File: src/rtl/vram_arbiter.sv
// Video RAM arbiter: display fetch has absolute priority, two clients share leftover
// cycles round-robin, client-1 writes are held off until vertical blanking.
module vram_arbiter #(
  parameter int ADDR_W     = 15,
  parameter int DATA_W     = 8,
  parameter int STARVE_CYC = 1023
) (
  input  logic              clk,
  input  logic              reset_n,
  input  logic              vblank,
  input  logic              new_frame,
  input  logic              disp_req,
  input  logic [ADDR_W-1:0] disp_addr,
  output logic              disp_rvalid,
  input  logic              c0_req,
  input  logic              c1_req,
  input  logic              c0_we,
  input  logic              c1_we,
  input  logic [ADDR_W-1:0] c0_addr,
  input  logic [ADDR_W-1:0] c1_addr,
  input  logic [DATA_W-1:0] c0_wdata,
  input  logic [DATA_W-1:0] c1_wdata,
  output logic              c0_gnt,
  output logic              c1_gnt,
  output logic              c0_rvalid,
  output logic              c1_rvalid,
  output logic              c0_starve,
  output logic              c1_starve,
  output logic [DATA_W-1:0] rdata,
  output logic              mem_en,
  output logic              mem_we,
  output logic [ADDR_W-1:0] mem_addr,
  output logic [DATA_W-1:0] mem_wdata,
  input  logic [DATA_W-1:0] mem_rdata
);

  localparam int CNT_W = $clog2(STARVE_CYC + 1);
  localparam logic [CNT_W-1:0] LIM = CNT_W'(STARVE_CYC);

  typedef enum logic [1:0] {OWN_NONE, OWN_DISP, OWN_C0, OWN_C1} owner_e;

  owner_e           owner_q, owner_d;
  logic             rr_last_q, rr_last_d;   // 1: client 1 was granted last
  logic [CNT_W-1:0] wait0_q, wait0_d, wait1_q, wait1_d;
  logic             starve0_q, starve0_d, starve1_q, starve1_d;
  logic             elig0, elig1;

  always_ff @(posedge clk or negedge reset_n) begin
    if (!reset_n) begin
      owner_q   <= OWN_NONE;
      rr_last_q <= 1'b1;
      wait0_q   <= '0;
      wait1_q   <= '0;
      starve0_q <= 1'b0;
      starve1_q <= 1'b0;
    end else begin
      owner_q   <= owner_d;
      rr_last_q <= rr_last_d;
      wait0_q   <= wait0_d;
      wait1_q   <= wait1_d;
      starve0_q <= starve0_d;
      starve1_q <= starve1_d;
    end
  end

  // Grants are qualified with reset_n so every output is quiet while reset is held.
  always_comb begin
    mem_en    = 1'b0;
    mem_we    = 1'b0;
    mem_addr  = '0;
    mem_wdata = '0;
    c0_gnt    = 1'b0;
    c1_gnt    = 1'b0;
    owner_d   = OWN_NONE;
    rr_last_d = rr_last_q;
    elig0     = c0_req;
    elig1     = c1_req && (!c1_we || vblank);
    if (!reset_n) begin
      owner_d = OWN_NONE;
    end else if (disp_req) begin
      mem_en   = 1'b1;
      mem_addr = disp_addr;
      owner_d  = OWN_DISP;
    end else if (elig0 && (!elig1 || rr_last_q)) begin
      mem_en    = 1'b1;
      mem_we    = c0_we;
      mem_addr  = c0_addr;
      mem_wdata = c0_wdata;
      c0_gnt    = 1'b1;
      rr_last_d = 1'b0;
      owner_d   = c0_we ? OWN_NONE : OWN_C0;
    end else if (elig1) begin
      mem_en    = 1'b1;
      mem_we    = c1_we;
      mem_addr  = c1_addr;
      mem_wdata = c1_wdata;
      c1_gnt    = 1'b1;
      rr_last_d = 1'b1;
      owner_d   = c1_we ? OWN_NONE : OWN_C1;
    end
  end

  // Flags set only on the edge where a counter first reaches the limit.
  always_comb begin
    wait0_d = wait0_q;
    wait1_d = wait1_q;
    if (!c0_req || c0_gnt)  wait0_d = '0;
    else if (wait0_q != LIM) wait0_d = wait0_q + CNT_W'(1);
    if (!c1_req || c1_gnt)  wait1_d = '0;
    else if (wait1_q != LIM) wait1_d = wait1_q + CNT_W'(1);
    starve0_d = new_frame ? 1'b0 : (starve0_q || (wait0_d == LIM && wait0_q != LIM));
    starve1_d = new_frame ? 1'b0 : (starve1_q || (wait1_d == LIM && wait1_q != LIM));
  end

  assign disp_rvalid = (owner_q == OWN_DISP);
  assign c0_rvalid   = (owner_q == OWN_C0);
  assign c1_rvalid   = (owner_q == OWN_C1);
  assign rdata       = (owner_q != OWN_NONE) ? mem_rdata : '0;
  assign c0_starve   = starve0_q;
  assign c1_starve   = starve1_q;

endmodule

File: config.mk
export PLATFORM = sky130hd
export DESIGN_NAME = vram_arbiter
export DESIGN_NICKNAME = d
export VERILOG_FILES = /design/src/rtl/vram_arbiter.sv
export SDC_FILE = /design/constraint.sdc
export NUM_CORES = 1
export LEC_CHECK = 0
export CORE_UTILIZATION = 39
export DETAILED_ROUTE_END_ITERATION = 10
export GPL_ROUTABILITY_DRIVEN = 0
export PLACE_DENSITY = 0.83
export SETUP_SLACK_MARGIN = 0.02
export SLEW_MARGIN = 20
export SYNTH_ARGS = -nofsm -noshare
export SYNTH_HDL_FRONTEND = slang
export SYNTH_SLANG_ARGS = --single-unit
File: constraint.sdc
create_clock -name clk -period 2 [get_ports clk]
set_input_delay 0.3 -clock clk [delete_from_list [all_inputs] [get_ports clk]]
set_output_delay 0.3 -clock clk [all_outputs]
set_load 0.02 [all_outputs]
-- After elaboration in Yosys (flattened, before gate mapping)
Index checks and enable logic that the tools add are counted.
- add/subtract/negate cells: 2
- equality and inequality tests: 7
- muxes and demuxes: 37
- bitwise gates (word level): 1
- reductions and logical operators: 17
- operator list (kind ; count):
    $mux 15 ; 4
    $mux 10 ; 4
    $mux 8 ; 5
    $add 10x1->10 const B ; 2
    $eq 10x10->1 const B ; 2
    $ne 10x10->1 const B ; 2
    $mux 1 ; 18
    $mux 2 ; 6
    $logic_or 1x1->1 ; 6
    $eq 2x2->1 const B ; 2
    $logic_and 1x1->1 ; 4
    $logic_not 1->1 ; 4
    $reduce_bool 2->1 ; 2
    $reduce_and 3->1 ; 1
    $eq 2x1->1 const B ; 1
    $not 1->1 ; 1
- register bits after elaboration: 25
- input bits: 78
- output and inout port bits: 40
- word-level logic and storage cells: 70

-- Longest topological paths before layout
Gate-level depths: netlist (run 1).
- depth after elaboration: 15
- gate-level depth with buffers: 8
- mapped depth without buffers: 6

-- Least setup slack after synthesis (run 1)
OpenSTA, ideal clock, no wires.
- path type: input -> output
- start: input port vblank
- end: output port mem_wdata[0]
- arrival: 1557 ps
- data required time: 1700 ps
- slack: 143 ps
- cell stages on the path: 5
- buffers on the path: 1
- cells stage by stage: nand2b_1 buf_2 nand3_1 nor2_1 a22o_1
- cells in the longest elaborated chain, start to end: 8
- elaborated cells on any way between the ends: 9
- classes of those cells: 4 x mux; 5 x reduce/logical
- ends and longest elaborated chain (item ; RTL line ; RTL):
    start, declared ; 10 ; input logic vblank,
    $logic_or 1x1->1 * ; 77 ; elig1 = c1_req && (!c1_we || vblank);
    $logic_and 1x1->1 * ; 77 ;
    $logic_not 1->1 ; 84 ; end else if (elig0 && (!elig1 || rr_last_q)) begin
    $logic_or 1x1->1 ; 84 ;
    $logic_and 1x1->1 ; 84 ;
    $mux 8 * ; 84 ;
    $mux 8 * ; 80 ; end else if (disp_req) begin
    $mux 8 * ; 78 ; if (!reset_n) begin
    end, declared ; 33 ; output logic [DATA_W-1:0] mem_wdata,
Mark *: on every way between the ends. The rest lies on a longest branch, timed or not.

-- Worst setup path in the final report (run 1)
- start: register rr_last_q
- end: output port mem_addr[3]
- cells in the longest elaborated chain, start to end: 5
- ends and longest elaborated chain (item ; RTL line ; RTL):
    start, declared ; 43 ; logic rr_last_q, rr_last_d;
    start signal, assigned ; 58 ; rr_last_q <= rr_last_d;
    $logic_or 1x1->1 ; 84 ;
    $logic_and 1x1->1 ; 84 ;
    $mux 15 ; 84 ;
    $mux 15 ; 80 ;
    $mux 15 ; 78 ;
    end, declared ; 32 ; output logic [ADDR_W-1:0] mem_addr,
Every way passes these cells.

==> out/qor.csv, run 1 <==
metric,value,unit
p_per_area,417,mW/mm2
rsz0062_at_grt,true,
initial_core_util,40.6,%
synth_top_area_share,28.9,%
hold_viol,0,
synth.area.mux_share,2.41,%
synth-adder-area-share,1.21,%
area_growth,73.7,%
h-tree-depth,1,
synthCells,248,
vias,2435,
status,"complete, but fails checks",
via_per_inst,5.40,
antenna_found_initial,0,
synth-edff-count,0,
final.setup.tns,-1.42,ns
cts_buffers,3,
synth_area,0.00208,mm2
die_y,75.0,um
cts_tree,done,
drv_cap,0,
synth_xor_area_share,2.95,%
grt_usage,24.9,%
port_buffers,117,
finalPower,0.00150,W
dp_slack,-0.613,ns
worstPathCellList,"nand2_2, and3_4, clkbuf_16, a22oi_2, o21ai_1, and2_1, buf_6",
timing.final.ws_setup,-0.101,ns
die_area,0.00562,mm2
die_w,75.0,um
hp-class,in -> async,
drv_slew,0,
rows,26,
ys_seq_area_share,30.2,%
cts_hold_buf,0,
start_kind,flop,
leakage,1.52,nW
crit_type,reg -> out,
clock_sinks,25,
synth_compound_area_share,26.2,%
nNetsFinal,462,
setup_viol,24,
clkSlewWorstSetupHoldPaths,0.09,ns
cts_buffer_depth,2,
cpPeakStageDelay,0.56,ns
layout_common_cells,"88 x clkdlybuf4s50_1, 24 x dfrtp_1, 23 x nand2_1, 23 x buf_4, 22 x nor2_1",
fmax,0.476,GHz
grt_pass1_wl,10.7,mm
syn-num-nets,328,
drt-pass1-iter-count,5,
crit_path_start,rr_last_q$_DFFE_PN1P_,
finClkSkew,0.00949,ns
drt_iter0_drc,113,
worst_pin_slew,0.402,ns
violations,setup timing,
routed_wl,6.98,mm
ir_drop,0.423,mV
boundaryPins,118,
ant_nets,0,
relSlewSlack,73.1,%
fin_crit_sh,105,%
synth_top_family_by_area,simple AND/OR/NAND/NOR gates,
grt_pass1_vias,2318,
ys_ff_latch,25,
cp_data_arrival_time,1.80,ns
fill_cells,401,
grt_max_degree,27,
wl_per_cell,15.5,um
root_buffer,clkbuf_8,
ys_types,47,
path_max_fanout,4,
insertion_delay,0.27,ns
period_needed,2.10,ns
critical_path_required,1.70,ns
drc_errors,0,
synthArstFlopShare,100,%
final_layout_size_suffix_gt1_share,24.1,%
synth_top_cell_by_area,dfrtp_1,
coreArea,0.00511,mm2
reg2reg_from,wait0_q[0]$_DFF_PN0_,
diodes,0,
synth-main-ff-cell,dfrtp_1,
yosys.area_share.simple,32.0,%
gr-total-overflow,0,
fin_hold_ws,0.456,ns
endpoint_kind,output pin,
slowest_stage,dfstp_2,
syn_area_per_cell,8.37,um2
mostFrequentLayoutCell,clkdlybuf4s50_1,
synth_warnings,0,
synthTopCellsByArea,"dfrtp_1 29%, a22oi_1 5.8%, and2_1 5.7%, nand2_1 4.3%, nor2_1 4.2%",
dpl.hpwl,5.39,mm
==> worst max-delay path: cells and delay by family (launching register included) <==
kind | cells | cell delay, ns
buf+inv | 2 | 0.28
flops | 1 | 0.56
simple gates | 3 | 0.43
compound gates | 2 | 0.25
==> report_power, final <==
part | leakage [nW] | total (W) | internal, W | switching (W)
Combinational | 1.16 | 0.000657 | 0.000371 | 0.000286
Clock | 0.0255 | 0.000292 | 0.000139 | 0.000153
Sequential | 0.340 | 0.000554 | 0.000529 | 0.0000251
==> layer usage <==
metal	wire, um	GRT usage [%]
met1	2820	28.8
met4	159	7.34
met3	456	5.09
met5	0	0
met2	3550	46.0
==> sequential cells by signal (all words and copies together), names as in the netlist <==
register   flops
wait1_q       10
wait0_q       10
rr_last_q      1
owner_q        2
c1_starve      1
c0_starve      1
==> area by class of cell <==
cell class | count | area (um2) | share of cell area, %
clock buffers | 3 | 41.3 | 1.15
clock inverters | 1 | 5.00 | 0.139
flip-flops and latches | 25 | 627 | 17.4
inverters | 3 | 11.3 | 0.312
multi-input cells | 204 | 1440 | 40.1
well taps | 70 | 87.6 | 2.43
repair buffers | 145 | 1390 | 38.5
==> Yosys cell counts, types with 2 or more instances <==
library cell and instances:
dfrtp_1 24, nand2_1 24, nor2_1 23, and2_1 19
a22oi_1 16, o21ai_1 15, nor2b_1 13, a22o_1 8
buf_2 8, nand3_1 8, a21oi_1 6, a211oi_1 5
a31oi_1 5, mux2i_1 5, nor3_1 5, and3_1 4
and4_1 4, clkbuf_1 4, xnor2_1 4, a31o_1 3
inv_1 3, nand2b_1 3, o21ai_0 3, xor2_1 3
a211oi_2 2, and3_2 2, buf_4 2, buf_6 2
ha_1 2, nand4_1 2, nor3b_1 2, nor4b_1 2
o211ai_1 2, o21a_1 2
==> path summary, 6_finish.rpt <==
kind / depth (start not counted) / endpoint / slack [ns]
max: 7 / mem_addr[3] / -0.10
min reg2reg: 1 / wait1_q[4]$_DFF_PN0_ / 0.58
min: 2 / wait1_q[4]$_DFF_PN0_ / 0.46
min in group clk: 1 / wait1_q[4]$_DFF_PN0_ / 0.58
max reg2reg: 6 / c0_starve$_DFF_PN0_ / 0.15
max in group asynchronous: 2 / wait0_q[2]$_DFF_PN0_ / 1.23
==> timing repair <==
action | in CTS | in global routing
setup buffers | 0 | 1
gates resized for setup | 158 | 11
pin swaps | 10 | 12
endpoints found under the setup margin | 35 | 34
cloned | 0 | 2
hold endpoints to repair | 0 | 0
==> logic make-up (layout without fill, tap and decap cells) <==
| group | Yosys count | after routing |
|---|---|---|
| flip-flops | 25 | 25 |
| multiplexers | 5 | 5 |
| adder cells (fa/ha/maj) | 2 | 2 |
| XOR/XNOR | 7 | 7 |
| buffers and inverters | 19 | 152 |
| AO/OA/AOI/OAI | 72 | 72 |
| AND/OR/NAND/NOR | 118 | 118 |
==> through the flow <==
step | util, % | area, um2 | std cells
3_3_place_gp | 67.4 | 3440 | 444
3_5_place_dp | 67.4 | 3440 | 444
4_1_cts | 69.2 | 3530 | 448
6_report | 70.6 | 3600 | 451
5_1_grt | 70.6 | 3600 | 451
2_1_floorplan | - | 2080 | 248
No activity file was read; power rests on OpenSTA's default activity.
==> run 2, diff against run 1 <==
--- a/config.mk
+++ b/config.mk
@@ -5,6 +5,7 @@
 export SDC_FILE = /design/constraint.sdc
 export NUM_CORES = 1
 export LEC_CHECK = 0
+export ABC_AREA = 1
 export CORE_UTILIZATION = 39
 export DETAILED_ROUTE_END_ITERATION = 10
 export GPL_ROUTABILITY_DRIVEN = 0
@@ -14,3 +15,4 @@
 export SYNTH_ARGS = -nofsm -noshare
 export SYNTH_HDL_FRONTEND = slang
 export SYNTH_SLANG_ARGS = --single-unit
+export TNS_END_PERCENT = 10
==> out/qor.csv, run 2 <==
metric,value,unit
die_y,75.0,um
via_per_inst,4.96,
p_per_area,394,mW/mm2
clkSlewWorstSetupHoldPaths,0.09,ns
crit_type,reg -> out,
dpl.hpwl,5.67,mm
coreArea,0.00511,mm2
leakage,1.75,nW
drt_iter0_drc,158,
r2r_cells,11,
yosysMostFrequentCell,nand2_1,
fin_crit_sh,98.8,%
swShare,31.8,%
die_area,0.00562,mm2
syn_area_per_cell,6.22,um2
drv_cap,0,
drv_slew,0,
slowest_stage,dfstp_2,
worst_pin_slew,0.309,ns
status,completed,
fin_util,70.8,%
drc_errors,0,
synthTopCellsByArea,"dfrtp_1 29%, nand2_1 18%, inv_1 8.3%, nor2_1 7.0%, a31oi_1 5.1%",
hp-class,in -> async,
placedCellCount,536,
crit_path_start,rr_last_q$_DFFE_PN1P_,
synthArstFlopShare,100,%
reg2reg_from,wait1_q[0]$_DFF_PN0_,
wl_per_cell,13.6,um
start_kind,flop,
relSlewSlack,79.4,%
setup_viol,0,
initial_core_util,40.7,%
diodes,0,
mostFrequentLayoutCell,nand2_1,
rsz0062_at_grt,true,
power_frac_seq,37.8,%
path_max_fanout,9,
ys_top_cells_by_count,"98 x nand2_1, 46 x inv_1, 39 x nor2_1",
antenna_found_initial,0,
ys_types,28,
timing.final.ws_setup,0.0246,ns
timing.rr.end,c1_starve$_DFF_PN0_,
cts_buffer_depth,2,
grt_pass1_wl,11.7,mm
comb_power_share,41.0,%
synth-main-ff-cell,dfrtp_1,
synth_warnings,0,
final_layout_size_suffix_gt1_share,19.0,%
synth_top_area_share,28.9,%
ant_nets,0,
cpPeakStageDelay,0.55,ns
nNetsFinal,555,
clock_sinks,25,
layout_common_cells,"92 x nand2_1, 85 x clkdlybuf4s50_1, 44 x inv_1",
port_buffers,117,
synth_top_cell_by_area,dfrtp_1,
synth-edff-count,0,
synth_area,0.00208,mm2
h-tree-depth,1,
reg_top3,"wait0_q: 10 flops, wait1_q: 10 flops, owner_q: 2 flops",
drt-pass1-iter-count,4,
cts_post_setup_buffers_inserted,0,
finClkSkew,0.00321,ns
period_needed,1.98,ns
power_switching,0.000453,W
cts_tree,done,
ys_seq_area_share,30.2,%
grt_max_degree,32,
die_w,75.0,um
crit_path_end,mem_addr[2],
hold_viol,0,
insertion_delay,0.26,ns
endpoint_kind,output pin,
cp_data_arrival_time,1.68,ns
ys_ff_latch,25,
critical_path_required,1.70,ns
clkPwrFrac,21.2,%
worstPathCellList,"inv_2, nand3_4, nand2_4, inv_4, buf_12, nand2_2, a31oi_1, buf_2",
cellInternalPower,0.000973,W
final.setup.tns,0,ns
design_area,0.00362,mm2
rows,26,
ir_drop,0.249,mV
boundaryPins,118,
root_buffer,clkbuf_8,
cts_hold_buf,0,
regToRegSetupSlack,0.25,ns
placed_cell_area,0.00351,mm2
routed_wl,7.38,mm
area_growth,74.2,%
vias,2697,
gr-total-overflow,0,
cts_buffers,3,
grt_usage,26.7,%
synthCells,334,
fmax,0.506,GHz
dp_slack,-0.548,ns
grt_pass1_vias,2703,
syn-num-nets,414,
stdcell_count,544,
-- run 2: cell count changes in the layout (fill, tap and decap cells not counted), sizes merged, moves of 6 or more --
cell | before | now
buf | 53 | 43
nand2 | 24 | 100
nor2b | 13 | 0
inv | 3 | 57
a22oi | 16 | 0
a211oi | 7 | 0
o21ai | 18 | 25
nand3 | 8 | 23
a31oi | 6 | 17
and2 | 19 | 0
a21oi | 6 | 12
and3 | 6 | 0
nor2 | 23 | 43
-- run 2: worst max-delay path, delay by kind of cell (launching register included) --
family,cells,cell delay [ns]
flops,1,0.55
buf+inv,4,0.47
compound gates,1,0.21
simple gates,3,0.18
-- run 2: worst min-delay path by stage --
stage	cells after the start	slack, ns	to	startpoint
after floorplan	0	0.004	c0_starve$_DFF_PN0_	reset_n
after global placement	2	0.50	rr_last_q$_DFFE_PN1P_	rr_last_q$_DFFE_PN1P_
after detailed placement	2	0.51	rr_last_q$_DFFE_PN1P_	rr_last_q$_DFFE_PN1P_
after CTS	2	0.21	wait1_q[4]$_DFF_PN0_	reset_n
after global routing	2	0.22	wait1_q[4]$_DFF_PN0_	reset_n
final	2	0.21	wait1_q[3]$_DFF_PN0_	reset_n
-- run 2: power groups by stage --
stage | Combinational, W | Clock [W] | Sequential, W
2_1_floorplan | 0.000210 | 0 | 0.000546
3_3_place_gp | 0.000548 | 0 | 0.000547
3_5_place_dp | 0.000558 | 0 | 0.000547
4_1_cts | 0.000559 | 0.000307 | 0.000538
5_1_grt | 0.000632 | 0.000330 | 0.000541
6_report | 0.000585 | 0.000302 | 0.000539
-- run 2: cell families after synthesis --
group,share of synthesized area (%)
buf+inv,11.6
fa+ha+maj,1.20
xor+xnor,0.844
simple gates,38.2
compound gates,18.0
flops,30.2
-- run 2: layer usage --
| layer | track usage (%) | vias up | share of wire [%] |
|---|---|---|---|
| li1 | - | 1365 | - |
| met5 | 0 | - | 0 |
| met3 | 4.82 | 24 | 5.2 |
| met2 | 50.5 | 94 | 52 |
| met4 | 9.43 | 0 | 2.9 |
| met1 | 29.8 | 1214 | 40 |
-- run 2: final cells by class --
class	count	area [um2]
inverter	57	219
tap	70	87.6
sequential	25	628
clock buffer	3	41.3
fill	426	1490
multi-input combinational	245	1290
timing repair buffer	141	1330
clock inverter	1	7.51
timing repair inverter	2	15.0
-- run 2: metrics by stage --
step	hold WS [ns]	total power, W
6_report	0.208	0.00143
5_1_grt	0.224	0.00150
4_1_cts	0.212	0.00140
3_5_place_dp	0.511	0.00111
3_3_place_gp	0.502	0.00109
2_1_floorplan	0.00441	0.000755
-- run 2: what timing repair did --
| item | in CTS | in global routing |
|---|---|---|
| pin swaps | 2 | 7 |
| setup endpoints to repair | 27 | 28 |
| gates cloned | 2 | 2 |
| resized for setup | 101 | 53 |
